===== config.mk =====
export PLATFORM = sky130hd
export DESIGN_NAME = qpsk_demod
export DESIGN_NICKNAME = d
export VERILOG_FILES = /design/src/rtl/qpsk_demod.sv
export SDC_FILE = /design/constraint.sdc
export NUM_CORES = 1
export LEC_CHECK = 0
export BUFFER_PORTS_ARGS = -buffer_cell sky130_fd_sc_hd__clkbuf_2
export CORE_ASPECT_RATIO = 1.5
export CORE_MARGIN = 1
export CORE_UTILIZATION = 65
export DETAILED_ROUTE_END_ITERATION = 7
export GPL_ROUTABILITY_DRIVEN = 0
export GPL_TIMING_DRIVEN = 0
export PLACE_DENSITY = 0.86
export REMOVE_ABC_BUFFERS = 1
export SLEW_MARGIN = 30
export SYNTH_ARGS = -nofsm -noshare
export SYNTH_HDL_FRONTEND = slang
export SYNTH_SLANG_ARGS = --single-unit

===== constraint.sdc =====
create_clock -name clk -period 8 [get_ports clk]
set_clock_uncertainty 0.1 [all_clocks]
set_input_delay 0.4 -clock clk [delete_from_list [all_inputs] [get_ports clk]]
set_output_delay 0.4 -clock clk [all_outputs]
set_load 0.005 [all_outputs]

===== src/rtl/qpsk_demod.sv =====
// Coherent QPSK demodulator: fs/4 mixing, integrate-and-dump slicing, 40-bit frame sync.
// Optional QPSK_DEMOD_ERRCNT_EN adds a saturating sync_err_cnt output.
module qpsk_demod #(
  parameter int unsigned SPS       = 64,
  parameter int unsigned CAR_PHASE = 0,
  parameter int unsigned SYM_OFS   = 0,
  parameter logic [7:0]  HEAD      = 8'hFF,
  parameter logic [7:0]  TAIL      = 8'hFF
) (
  input  logic        clk,
  input  logic        rst_n,
  input  logic [32:0] qpsk_in,
  output logic [1:0]  dibit,
  output logic        dibit_valid,
  output logic [39:0] para_out,
  output logic        frame_valid,
  output logic        locked
`ifdef QPSK_DEMOD_ERRCNT_EN
  ,
  output logic [15:0] sync_err_cnt
`endif
);

  localparam int unsigned ACC_W        = 34 + $clog2(SPS);
  localparam int unsigned CNT_W        = $clog2(SPS);
  localparam logic [4:0]  FRAME_DIBITS = 5'd20;

  typedef enum logic {S_HUNT, S_LOCK} state_t;

  logic [1:0]              r_phase;
  logic [CNT_W-1:0]        r_sym_cnt;
  logic signed [ACC_W-1:0] r_acc_i;
  logic signed [ACC_W-1:0] r_acc_q;
  logic signed [ACC_W-1:0] w_smp;
  logic signed [ACC_W-1:0] w_sum_i;
  logic signed [ACC_W-1:0] w_sum_q;
  logic                    w_sym_last;
  logic                    w_dec_i;
  logic                    w_dec_q;

  // Top two bits of the 40-bit shift register leave on the next shift, so only 38 are stored.
  logic [37:0]             r_sr;
  logic [39:0]             w_sr_shift;
  logic                    w_match;
  logic [4:0]              r_dcnt;
  logic [4:0]              w_dcnt_inc;
  state_t                  r_state;
  state_t                  w_state_nxt;
  logic [4:0]              w_dcnt_nxt;
  logic [39:0]             w_para_nxt;
  logic                    w_fv_nxt;

  // Mixer: multiply by cos/sin in {+1,0,-1} reduces to add, subtract or hold.
  always_comb begin
    w_smp   = ACC_W'($signed(qpsk_in));
    w_sum_i = r_acc_i;
    w_sum_q = r_acc_q;
    unique case (r_phase)
      2'd0:    w_sum_i = r_acc_i + w_smp;
      2'd1:    w_sum_q = r_acc_q + w_smp;
      2'd2:    w_sum_i = r_acc_i - w_smp;
      default: w_sum_q = r_acc_q - w_smp;
    endcase
  end

  assign w_sym_last = (r_sym_cnt == CNT_W'(SPS - 1));
  assign w_dec_i    = !w_sum_i[ACC_W-1] && (w_sum_i != '0);
  assign w_dec_q    = !w_sum_q[ACC_W-1] && (w_sum_q != '0);

  always_ff @(posedge clk or negedge rst_n) begin
    if (!rst_n) begin
      r_phase     <= 2'(CAR_PHASE);
      r_sym_cnt   <= CNT_W'(SYM_OFS);
      r_acc_i     <= '0;
      r_acc_q     <= '0;
      dibit       <= 2'b00;
      dibit_valid <= 1'b0;
    end else begin
      r_phase     <= r_phase + 2'd1;
      dibit_valid <= w_sym_last;
      if (w_sym_last) begin
        r_sym_cnt <= '0;
        r_acc_i   <= '0;
        r_acc_q   <= '0;
        dibit     <= {w_dec_i, w_dec_q};
      end else begin
        r_sym_cnt <= r_sym_cnt + CNT_W'(1);
        r_acc_i   <= w_sum_i;
        r_acc_q   <= w_sum_q;
      end
    end
  end

  assign w_sr_shift = {r_sr, dibit};
  assign w_match    = (w_sr_shift[39:32] == HEAD) && (w_sr_shift[7:0] == TAIL);
  assign w_dcnt_inc = r_dcnt + 5'd1;

  always_ff @(posedge clk or negedge rst_n) begin
    if (!rst_n) r_state <= S_HUNT;
    else        r_state <= w_state_nxt;
  end

  // Frame sync: hunt on every shift, then only re-check at 20-dibit frame boundaries.
  always_comb begin
    w_state_nxt = r_state;
    w_dcnt_nxt  = r_dcnt;
    w_para_nxt  = para_out;
    w_fv_nxt    = 1'b0;
    if (dibit_valid) begin
      unique case (r_state)
        S_HUNT: begin
          if (w_match) begin
            w_state_nxt = S_LOCK;
            w_para_nxt  = w_sr_shift;
            w_fv_nxt    = 1'b1;
            w_dcnt_nxt  = '0;
          end
        end
        default: begin
          if (w_dcnt_inc == FRAME_DIBITS) begin
            w_dcnt_nxt = '0;
            if (w_match) begin
              w_para_nxt = w_sr_shift;
              w_fv_nxt   = 1'b1;
            end else begin
              w_state_nxt = S_HUNT;
            end
          end else begin
            w_dcnt_nxt = w_dcnt_inc;
          end
        end
      endcase
    end
  end

  always_ff @(posedge clk or negedge rst_n) begin
    if (!rst_n) begin
      r_sr        <= '0;
      r_dcnt      <= '0;
      para_out    <= '0;
      frame_valid <= 1'b0;
      locked      <= 1'b0;
    end else begin
      if (dibit_valid) r_sr <= w_sr_shift[37:0];
      r_dcnt      <= w_dcnt_nxt;
      para_out    <= w_para_nxt;
      frame_valid <= w_fv_nxt;
      locked      <= (w_state_nxt == S_LOCK);
    end
  end

`ifdef QPSK_DEMOD_ERRCNT_EN
  logic        w_sync_err;
  logic [15:0] r_err_cnt;

  assign w_sync_err = dibit_valid && (r_state == S_LOCK) &&
                      (w_dcnt_inc == FRAME_DIBITS) && !w_match;

  always_ff @(posedge clk or negedge rst_n) begin
    if (!rst_n)                                r_err_cnt <= '0;
    else if (w_sync_err && r_err_cnt != 16'hFFFF) r_err_cnt <= r_err_cnt + 16'd1;
  end

  assign sync_err_cnt = r_err_cnt;
`endif

endmodule

==> impl_metrics.env, run 1 <==
export IMPL_dpl_cell_count=1952
export IMPL_fin_crit_ns=5.772
export IMPL_cts_sinks=176
export IMPL_synth_seq_cells=176
export IMPL_syn_avg_cell_area_um2=8.244
export IMPL_areaGrowthSynthToFinish_pct=9.365
export IMPL_clk_path_buf_depth=2
export IMPL_cp_data_required_time_ns=8.23
export IMPL_cts_buffers=17
export IMPL_instances_no_fill=1985
export IMPL_grt_overflow=0
export IMPL_synth_top_family_by_area="simple AND/OR/NAND/NOR gates"
export IMPL_clk_pin_slew_ns=0.08
export IMPL_rsz0062_at_grt="no"
export IMPL_p_per_area_mw_per_mm2=341.8
export IMPL_die_width_um=121.3
export IMPL_worstSetupStartpointType="input pin"
export IMPL_final_cell_mix="nand2_1 (200), nor2_1 (176), dfrtp_1 (175)"
export IMPL_slew_viol_final=0
export IMPL_synth_fa_ha_area_frac=0.08400
export IMPL_fmax_mhz=173.3
export IMPL_synth_edf_count=0
export IMPL_synth_cells=1684
export IMPL_r2r_start="r_phase[0]$_DFF_PN0_"
export IMPL_wl_met2_um=19230
export IMPL_total_power_mw=5.189
export IMPL_wl_met3_um=2253
export IMPL_core_rowCount=65
export IMPL_cts_tree="yes"
export IMPL_holdPathStages=3
export IMPL_route_detailed_drc=0
export IMPL_holdPathEnd="r_acc_i[0]$_DFF_PN0_"
export IMPL_ant_nets=0
export IMPL_place_ws_ns=2.019
export IMPL_dpl_hpwl_um=28220
export IMPL_routedWlPerCell_um=19.25
export IMPL_h_tree_depth=4
export IMPL_ys_seq_area_frac=0.3173
export IMPL_layout_setup_ws_ns=2.228
export IMPL_postSynth_asyncResetShare=1.000
export IMPL_path_max_fanout=9
export IMPL_synthMuxAreaShare=0.04479
export IMPL_syn_area_mm2=0.01388
export IMPL_worstSkewPairLatency_ns=0.45
export IMPL_drtIter0Drc=979
export IMPL_worstHoldStart="qpsk_in[0]"
export IMPL_n_antenna_cell=0
export IMPL_core_area_mm2=0.02098
export IMPL_drv_cap=0
export IMPL_finalSetupViolCount=0
export IMPL_io_buffer_count=79
export IMPL_status="finished, final reports clean"
export IMPL_root_buffer="clkbuf_16"
export IMPL_final_core_util=0.7236
export IMPL_synth_ff_type="dfrtp_1"
export IMPL_synthTopCellsByArea="dfrtp_1 (32%), ha_1 (8.1%), nand2_1 (5.4%), a21oi_1 (4.8%), nor2_1 (4.8%)"
export IMPL_r2r_slack_ns=2.58
export IMPL_die_h_um=181.0
export IMPL_dr_pass1_iters=5
export IMPL_final_common_cell="nand2_1"
export IMPL_reg2regPathDepth=14
export IMPL_worstSetupPathType="input pin to flip-flop"
export IMPL_crit_chain="clkbuf_2, or3_1, nor4_1, and2b_1, nand4_1, nor4_1, nor3b_2, nor2_1, xnor2_1, ha_1, inv_1, nor2_1, nand2_1, a2111oi_0, o211a_1, nor3_1, a211oi_1, nand4_1, o31a_1"
export IMPL_dieArea_mm2=0.02196
export IMPL_leakage_nw=6.878
export IMPL_end_kind="flip-flop"
export IMPL_top_layer_used="met4"
export IMPL_synth_xor_area_share=0.06426
export IMPL_drive_gt1_frac=0.1142
export IMPL_via_per_inst=6.618
export IMPL_worstMarginPinSlew_ns=0.9461
export IMPL_grt_max_degree=67
export IMPL_synth_compound_area_frac=0.2151
export IMPL_routed_wirelength_um=38220
export IMPL_ys_types=83
export IMPL_slowest_stage="nor3b_2"
export IMPL_synth_top_area_cell="dfrtp_1"
export IMPL_final_nets=1831
export IMPL_yosys_area_share_simple=0.2393
export IMPL_crit_path_max_incr_delay_ns=0.67
export IMPL_critPathBufInv=2
export IMPL_vdd_drop_max_uv=253.7
export IMPL_worstReg2RegEnd="dibit[1]$_DFFE_PN0P_"
export IMPL_vias=13140
export IMPL_slew_headroom=0.3530
export IMPL_synth_top_cell_area_share=0.3173
export IMPL_wl_met1_um=14440
export IMPL_antenna_found_initial=0
export IMPL_io_pins=80
export IMPL_grt_pass1_vias=12970
export IMPL_min_period_over_period=0.7215
export IMPL_synth_warnings=0
export IMPL_grt_usage=0.3576
export IMPL_final_hold_viol_count=0
export IMPL_start_util=0.6616
export IMPL_arrival_ns=6.00
export IMPL_grt_pass1_wl_um=62380
export IMPL_cpLargestDelayFamily="simple AND/OR/NAND/NOR gates"
export IMPL_min_path_type="input pin to flip-flop"
==> metal layers <==
metal / GRT usage / up-vias
li1: - / 6162
met1: 0.3969 / 6248
met2: 0.6202 / 556
met3: 0.06818 / 171
met4: 0.2207 / 0
met5: 0 / -
==> worst max-delay path by stage <==
stage / startpoint / end / slack [ns] / cells past startpoint
global placement: r_phase[0]$_DFF_PN0_ / dibit[1]$_DFFE_PN0P_ / -0.69 / 9
detailed placement: qpsk_in[20] / dibit[1]$_DFFE_PN0P_ / 2.02 / 19
finish: qpsk_in[20] / dibit[1]$_DFFE_PN0P_ / 2.23 / 19
floorplan: r_phase[0]$_DFF_PN0_ / dibit[0]$_DFFE_PN0P_ / 2.37 / 11
CTS: qpsk_in[20] / dibit[1]$_DFFE_PN0P_ / 2.42 / 19
global route: qpsk_in[20] / dibit[1]$_DFFE_PN0P_ / 1.89 / 19
==> final cells by class <==
type                            count  area, um2
Clock inverter                     14      175.2
Timing Repair Buffer               93      695.7
Inverter                           34      127.6
Clock buffer                       18      429.2
Sequential cell                   176       4405
Tap cell                          268      335.3
Multi-Input combinational cell   1382       9014
Fill cell                        1547       5801
==> synthesized netlist by cell type, types with 12 or more instances <==
cell,n
ha_1,90
a21o_1,23
and3_1,12
and2_1,21
xor2_1,45
o31ai_1,12
o2111ai_1,12
clkbuf_1,82
nand2_1,200
inv_1,34
a211oi_1,25
o21a_1,30
mux2i_1,16
o21ai_0,79
a21oi_1,134
o21bai_1,12
xnor2_1,55
nor2b_1,32
nor4_1,29
o211ai_1,16
nor3_1,44
nand2b_1,30
a31oi_1,24
dfrtp_1,176
or3_1,20
nand4_1,39
nand3_1,31
nor2_1,178
mux2_2,41
==> registers in the layout, summed over array words and instances, names as in the netlist <==
name,flops
para_out,40
r_acc_i,40
r_acc_q,40
r_sr,38
r_sym_cnt,6
r_dcnt,5
dibit,2
r_phase,2
dibit_valid,1
frame_valid,1
locked,1
==> what timing repair did <==
| item | 4_1_cts | 5_1_grt |
|---|---|---|
| setup buffers | 0 | 0 |
| setup endpoints to repair | 0 | 0 |
| endpoints found under the hold margin | 61 | 0 |
| gates resized for setup | 0 | 0 |
| hold buffers | 1 | 0 |
==> metrics by stage <==
| step | setup TNS [ns] | hold slack, ns | area, um2 |
|---|---|---|---|
| 2_1_floorplan | 0 | 0.004409 | 13520 |
| 3_3_place_gp | -1.199 | 0.3478 | 14250 |
| 3_5_place_dp | 0 | 0.3232 | 14570 |
| 4_1_cts | 0 | 0.3206 | 15180 |
| 5_1_grt | 0 | 0.3219 | 15180 |
| 6_report | 0 | 0.3308 | 15180 |
==> power by group <==
part	internal [mW]	switching, mW	total, mW
clock network	0.472	0.397	0.869
registers	1.11	0.182	1.29
logic	1.19	1.84	3.03
total	2.77	2.42	5.19
==> worst register-to-register path, delay by kind of cell, from the launching register on <==
kind / cells / cell delay, ns
compound gates: 7 / 2.57
fa+ha+maj: 2 / 1.13
simple gates: 3 / 0.54
mux: 1 / 0.46
flops: 1 / 0.39
buf+inv: 1 / 0.10
==> logic make-up (layout without fill, tap and decap cells) <==
| group | Yosys count | in the layout |
|---|---|---|
| fa+ha+maj | 92 | 92 |
| simple gates | 680 | 680 |
| mux | 57 | 57 |
| compound gates | 452 | 452 |
| xor+xnor | 101 | 101 |
| flops | 176 | 176 |
| buf+inv | 126 | 159 |
(Power assumes the default switching activity.)
==> inputs of run 2 (changes only) <==
--- a/config.mk
+++ b/config.mk
@@ -5,14 +5,15 @@
 export SDC_FILE = /design/constraint.sdc
 export NUM_CORES = 1
 export LEC_CHECK = 0
+export ABC_AREA = 1
 export BUFFER_PORTS_ARGS = -buffer_cell sky130_fd_sc_hd__clkbuf_2
 export CORE_ASPECT_RATIO = 1.5
 export CORE_MARGIN = 1
-export CORE_UTILIZATION = 65
+export CORE_UTILIZATION = 63
 export DETAILED_ROUTE_END_ITERATION = 7
 export GPL_ROUTABILITY_DRIVEN = 0
 export GPL_TIMING_DRIVEN = 0
-export PLACE_DENSITY = 0.86
+export PLACE_DENSITY = 0.84
 export REMOVE_ABC_BUFFERS = 1
 export SLEW_MARGIN = 30
 export SYNTH_ARGS = -nofsm -noshare
==> constraint.sdc (replaced) <==
create_clock -name clk -period 5.5 [get_ports clk]
set_clock_uncertainty 0.1 [all_clocks]
set_input_delay 0.275 -clock clk [delete_from_list [all_inputs] [get_ports clk]]
set_output_delay 0.275 -clock clk [all_outputs]
set_load 0.005 [all_outputs]
==> run 2 against run 1 <==
- core utilization is 2.5 points lower
- via count is 20% higher
- hold slack worse by 0.15 ns
==> impl_metrics.env, run 2 <==
export IMPL_status="finished, final reports clean"
export IMPL_netSwitchingFraction=0.5010
export IMPL_path_max_fanout=58
export IMPL_combPwrFrac=0.605
export IMPL_fin_crit_ns=4.811
export IMPL_final_hold_viol_count=0
export IMPL_die_width_um=128.7
export IMPL_die_h_um=192.1
export IMPL_p_per_area_mw_per_mm2=457.4
export IMPL_cp_data_required_time_ns=5.73
export IMPL_grt_overflow=0
export IMPL_clk_pin_slew_ns=0.08
export IMPL_netlist_top_cells_count="nand2_1 (884), inv_1 (403), nor2_1 (245)"
export IMPL_grt_max_degree=84
export IMPL_worstSetupPathType="flip-flop to flip-flop"
export IMPL_leakage_nw=9.365
export IMPL_route_detailed_drc=0
export IMPL_final_nets=2663
export IMPL_cts_sinks=176
export IMPL_cts_tree="yes"
export IMPL_grt_usage=0.3608
export IMPL_setup_tns_ns=0
export IMPL_synth_edf_count=0
export IMPL_switchingPower_mw=3.784
export IMPL_fmax_mhz=207.9
export IMPL_start_util=0.6414
export IMPL_routed_wirelength_um=42850
export IMPL_synth_warnings=0
export IMPL_synthTopCellsByArea="dfrtp_1 (29%), nand2_1 (22%), inv_1 (10%), ha_1 (7.4%), nor2_1 (6.1%)"
export IMPL_drv_cap=0
export IMPL_grt_pass1_wl_um=69170
export IMPL_worstSkewPairLatency_ns=0.46
export IMPL_core_area_mm2=0.02366
export IMPL_core_rowCount=69
export IMPL_min_period_over_period=0.8747
export IMPL_drtIter0Drc=1284
export IMPL_fin_area_mm2=0.01652
export IMPL_layout_setup_ws_ns=0.6893
export IMPL_vdd_drop_max_uv=279.5
export IMPL_postSynth_asyncResetShare=1.000
export IMPL_slew_viol_final=0
export IMPL_place_ws_ns=0.8859
export IMPL_end_kind="flip-flop"
export IMPL_routedWlPerCell_um=14.94
export IMPL_dr_pass1_iters=6
export IMPL_dieArea_mm2=0.02472
export IMPL_clk_path_buf_depth=2
export IMPL_worstMarginPinSlew_ns=0.8658
export IMPL_h_tree_depth=4
export IMPL_vias=15760
export IMPL_root_buffer="clkbuf_16"
export IMPL_slew_headroom=0.4228
export IMPL_reg_top3="para_out (40), r_acc_i (40), r_acc_q (40)"
export IMPL_final_cell_mix="nand2_1 (884), inv_1 (401), nor2_1 (243)"
export IMPL_io_buffer_count=79
export IMPL_dpl_hpwl_um=33150
export IMPL_worstSetupStartpointType="flip-flop"
export IMPL_seqPwrFrac=0.237
export IMPL_post_cts_setup_buffer_count=0
export IMPL_syn_area_mm2=0.01517
export IMPL_final_core_util=0.6982
export IMPL_arrival_ns=5.04
export IMPL_pwr_share_clk=0.158
export IMPL_grt_pass1_vias=15380
export IMPL_rsz0062_at_grt="no"
export IMPL_yosysMostFrequentCell="nand2_1"
export IMPL_min_path_type="input pin to flip-flop"
export IMPL_synth_cells=2484
export IMPL_ys_types=47
export IMPL_areaGrowthSynthToFinish_pct=8.848
export IMPL_finalSetupViolCount=0
export IMPL_antenna_found_initial=0
export IMPL_n_antenna_cell=0
export IMPL_drive_gt1_frac=0.08199
export IMPL_ys_seq_area_frac=0.2903
export IMPL_ant_nets=0
export IMPL_cts_buffers=17
export IMPL_synth_seq_cells=176
export IMPL_via_per_inst=5.495
export IMPL_synth_top_cell_area_share=0.2903
export IMPL_p_int_mw=3.770
export IMPL_synth_ff_type="dfrtp_1"
export IMPL_syn_avg_cell_area_um2=6.108
export IMPL_final_common_cell="nand2_1"
export IMPL_place_area_mm2=0.01595
export IMPL_synth_top_area_cell="dfrtp_1"
export IMPL_io_pins=80
run 2: through the flow:
| step | hold slack, ns | cells | total power [mW] |
|---|---|---|---|
| 6_report | 0.1833 | 2868 | 7.555 |
| 4_1_cts | 0.1793 | 2868 | 7.426 |
| 3_5_place_dp | 0.1298 | 2835 | 6.212 |
| 5_1_grt | 0.2296 | 2868 | 8.251 |
| 3_3_place_gp | 0.3509 | 2827 | 6.061 |
| 2_1_floorplan | -0.1206 | 2429 | 5.160 |
run 2: layer usage:
layer  vias up  wire length, um  GRT usage  part of all wire
met5         -                0          0                 0
met4         0             3521     0.3045             0.082
met3       199             2162    0.05627             0.050
met2       551            20920     0.6339              0.49
met1      7203            16250     0.3742              0.38
li1       7808                -          -                 -
run 2: what timing repair did:
item | in CTS | in global routing
gates resized for setup | 0 | 0
endpoints found under the hold margin | 39 | 0
hold buffers | 1 | 0
run 2: path summary, 6_finish.rpt:
kind                                        start                endpoint  slack [ns]  depth (start not counted)
max                          r_phase[0]$_DFF_PN0_    dibit[1]$_DFFE_PN0P_        0.69                         21
min                                    qpsk_in[0]    r_acc_q[0]$_DFF_PN0_        0.18                          4
max reg2reg                  r_phase[0]$_DFF_PN0_    dibit[1]$_DFFE_PN0P_        0.69                         21
min reg2reg                r_sym_cnt[0]$_DFF_PN0_  r_sym_cnt[0]$_DFF_PN0_        0.36                          1
max in group asynchronous                   rst_n   dibit_valid$_DFF_PN0_        4.34                          3
min in group asynchronous                   rst_n   r_acc_i[36]$_DFF_PN0_        0.21                          2
run 2: cells by family after synthesis:
kind of cell	synth area share
flip-flops	0.2903
XOR/XNOR	0.01847
AND/OR/NAND/NOR	0.4030
AO/OA/AOI/OAI	0.09368
adder cells (fa/ha/maj)	0.07685
buffers and inverters	0.1178
run 2: power groups by stage:
stage | clock network (mW) | logic (mW) | registers, mW
4_1_cts | 1.21 | 4.43 | 1.78
5_1_grt | 1.25 | 5.18 | 1.82
2_1_floorplan | 0 | 3.40 | 1.76
3_5_place_dp | 0 | 4.41 | 1.81
3_3_place_gp | 0 | 4.27 | 1.80
6_report | 1.20 | 4.57 | 1.79
run 2: layout make-up:
cell class / instances / area [um2]
Multi-Input combinational cell: 1842 / 8995
Fill cell: 2146 / 7139
Sequential cell: 176 / 4405
Inverter: 411 / 1545
Timing Repair Buffer: 88 / 611.8
Clock buffer: 19 / 432.9
Tap cell: 319 / 399.1
Clock inverter: 13 / 126.4
run 2: worst max-delay path, stage by stage (launching register included):
cell and delay, ns:
dfrtp_1 0.40, inv_1 0.11, ha_1 0.56, inv_2 0.50
nand2_1 0.18, o21ai_0 0.15, ha_1 0.42, nand2_1 0.12
nor2_1 0.28, nand3_1 0.19, nand3_1 0.27, nand2_1 0.12
nand2_1 0.26, nand2_1 0.13, nand3_1 0.09, nand3_1 0.11
o21ai_0 0.18, nand2_1 0.09, nor2_1 0.13, nand3_1 0.09
nand2_1 0.12, nand2_1 0.07
==> inputs of run 3 (changes only) <==
--- a/config.mk
+++ b/config.mk
@@ -8,7 +8,7 @@
 export ABC_AREA = 1
 export BUFFER_PORTS_ARGS = -buffer_cell sky130_fd_sc_hd__clkbuf_2
 export CORE_ASPECT_RATIO = 1.5
-export CORE_MARGIN = 1
+export CORE_MARGIN = 2
 export CORE_UTILIZATION = 63
 export DETAILED_ROUTE_END_ITERATION = 7
 export GPL_ROUTABILITY_DRIVEN = 0
==> run 3 against run 2 <==
- sequential power is essentially flat
- setup slack gained 0.23 ns
- wire length shrank 0.73%
- cell count is essentially flat
- highest routed layer unchanged
- die area grew 2.6%
- fmax grew 5.1%
- critical path depth is the same
==> impl_metrics.env, run 3 (same netlist as run 2, synthesis figures left out) <==
export IMPL_whs_ns=0.1679
export IMPL_min_path_type="input pin to flip-flop"
export IMPL_min_period_over_period=0.8322
export IMPL_routed_wirelength_um=42540
export IMPL_cts_buffers=17
export IMPL_final_hold_viol_count=0
export IMPL_holdPathStages=5
export IMPL_cts_resized=0
export IMPL_clk_path_buf_depth=2
export IMPL_die_width_um=130.7
export IMPL_drv_cap=0
export IMPL_crit_chain="inv_1, ha_1, inv_2, nand2_1, o21ai_0, ha_1, nand2_1, nor2_1, nand3_1, nand3_1, nand2_1, nand2_1, nand2_1, nand3_1, nand3_1, o21ai_0, nand2_1, nor2_1, nand3_1, nand2_1, nand2_1"
export IMPL_slew_headroom=0.4465
export IMPL_dpl_hpwl_um=33090
export IMPL_grt_usage=0.3449
export IMPL_vias=15700
export IMPL_clk_pin_slew_ns=0.07
export IMPL_final_cell_mix="nand2_1 (884), inv_1 (401), nor2_1 (243)"
export IMPL_ant_nets=0
export IMPL_critPathMostFrequentCell="nand2_1"
export IMPL_n_antenna_cell=0
export IMPL_slowest_stage="ha_1"
export IMPL_h_tree_depth=4
export IMPL_r2r_start="r_phase[0]$_DFF_PN0_"
export IMPL_antenna_found_initial=1
export IMPL_place_ws_ns=0.9560
export IMPL_path_max_fanout=58
export IMPL_drive_gt1_frac=0.08314
export IMPL_grt_overflow=0
export IMPL_start_util=0.6414
export IMPL_final_common_cell="nand2_1"
export IMPL_grt_pass1_vias=15260
export IMPL_fillers=2121
export IMPL_cts_sinks=176
export IMPL_fmax_mhz=218.5
export IMPL_routedWlPerCell_um=14.83
export IMPL_dr_pass1_iters=6
export IMPL_areaGrowthSynthToFinish_pct=9.219
export IMPL_place_area_mm2=0.01595
export IMPL_route_detailed_drc=0
export IMPL_via_per_inst=5.473
export IMPL_reg_top3="para_out (40), r_acc_i (40), r_acc_q (40)"
export IMPL_grt_max_degree=86
export IMPL_layout_setup_ws_ns=0.9231
export IMPL_setup_tns_ns=0
export IMPL_final_nets=2664
export IMPL_root_buffer="clkbuf_16"
export IMPL_worstSetupPathType="flip-flop to flip-flop"
export IMPL_fin_area_mm2=0.01657
export IMPL_leakage_nw=9.387
export IMPL_dieArea_mm2=0.02537
export IMPL_finalSetupViolCount=0
export IMPL_worstSetupStartpointType="flip-flop"
export IMPL_r2r_slack_ns=0.92
export IMPL_fin_crit_ns=4.577
export IMPL_holdPathEnd="r_acc_i[0]$_DFF_PN0_"
export IMPL_io_pins=80
export IMPL_reg2regPathDepth=21
export IMPL_worstMarginPinSlew_ns=0.8291
export IMPL_p_per_area_mw_per_mm2=454.1
export IMPL_status="finished, final reports clean"
export IMPL_worstHoldStart="qpsk_in[0]"
export IMPL_rsz0062_at_grt="no"
export IMPL_core_rowCount=69
export IMPL_slew_viol_final=0
export IMPL_vdd_drop_max_uv=294.7
export IMPL_die_h_um=194.1
export IMPL_drtIter0Drc=1111
export IMPL_end_kind="flip-flop"
export IMPL_cp_data_required_time_ns=5.74
export IMPL_worstReg2RegEnd="dibit[1]$_DFFE_PN0P_"
export IMPL_grt_pass1_wl_um=69400
export IMPL_io_buffer_count=79
export IMPL_crit_path_max_incr_delay_ns=0.57
export IMPL_worstSkewPairLatency_ns=0.45
export IMPL_core_area_mm2=0.02366
export IMPL_arrival_ns=4.82
export IMPL_cts_tree="yes"
## run 3: cell types whose count changed in the layout (fill, tap and decap cells not counted), sizes merged
cell / change
buf: +1
clkinv: +2
clkbuf: -2
bufinv: -1
inv: +1
## run 3: cell type report
type	count	area [um2]	share of cell area
Multi-Input combinational cell	1842	8995	0.5428
Inverter	411	1545	0.09324
Sequential cell	176	4405	0.2658
Timing Repair Buffer	89	639.4	0.03858
Clock buffer	17	425.4	0.02567
Clock inverter	15	162.7	0.009815
Tap cell	319	399.1	0.02408
## run 3: repair_timing
action,CTS,global route
setup buffers,0,0
endpoints found under the hold margin,62,0
setup endpoints to repair,0,0
hold buffers,1,0
## run 3: stage by stage
step / util / cells / total power [mW]
after floorplan: - / 2429 / 5.160
after global placement: 0.6647 / 2827 / 6.057
after detailed placement: 0.6744 / 2835 / 6.187
after CTS: 0.6997 / 2868 / 7.418
after global routing: 0.7006 / 2869 / 8.244
final: 0.7006 / 2869 / 7.526
## run 3: worst max path at each step
stage | startpoint | end | slack (ns) | depth (start not counted)
after detailed placement | qpsk_in[0] | dibit[0]$_DFFE_PN0P_ | 0.96 | 27
after global placement | r_sym_cnt[0]$_DFF_PN0_ | dibit[0]$_DFFE_PN0P_ | -0.92 | 7
after CTS | r_phase[0]$_DFF_PN0_ | dibit[1]$_DFFE_PN0P_ | 1.05 | 23
after global routing | r_phase[0]$_DFF_PN0_ | dibit[1]$_DFFE_PN0P_ | 0.56 | 23
final | r_phase[0]$_DFF_PN0_ | dibit[1]$_DFFE_PN0P_ | 0.92 | 21
after floorplan | r_sym_cnt[0]$_DFF_PN0_ | dibit[0]$_DFFE_PN0P_ | 1.46 | 7
## run 3: critical path: cells and delay by family, from the launching register on
kind / cells / cell delay (ns)
flip-flops: 1 / 0.40
adder cells (fa/ha/maj): 2 / 1.01
AO/OA/AOI/OAI: 2 / 0.31
AND/OR/NAND/NOR: 15 / 2.04
buffers and inverters: 2 / 0.62
## run 3: layer usage
layer | global-route usage | vias up | wire [um]
li1 | - | 7838 | -
met5 | 0 | - | 0
met1 | 0.3846 | 7150 | 16260
met4 | 0.2273 | 0 | 3080
met2 | 0.5978 | 535 | 21220
met3 | 0.05132 | 179 | 1977
## run 3: where the power goes
part / total (mW) / switching, mW / leakage, nW / internal, mW
registers: 1.79 / 0.187 / 2.25 / 1.61
clock network: 1.22 / 0.606 / 0.290 / 0.610
logic: 4.52 / 2.99 / 6.85 / 1.53
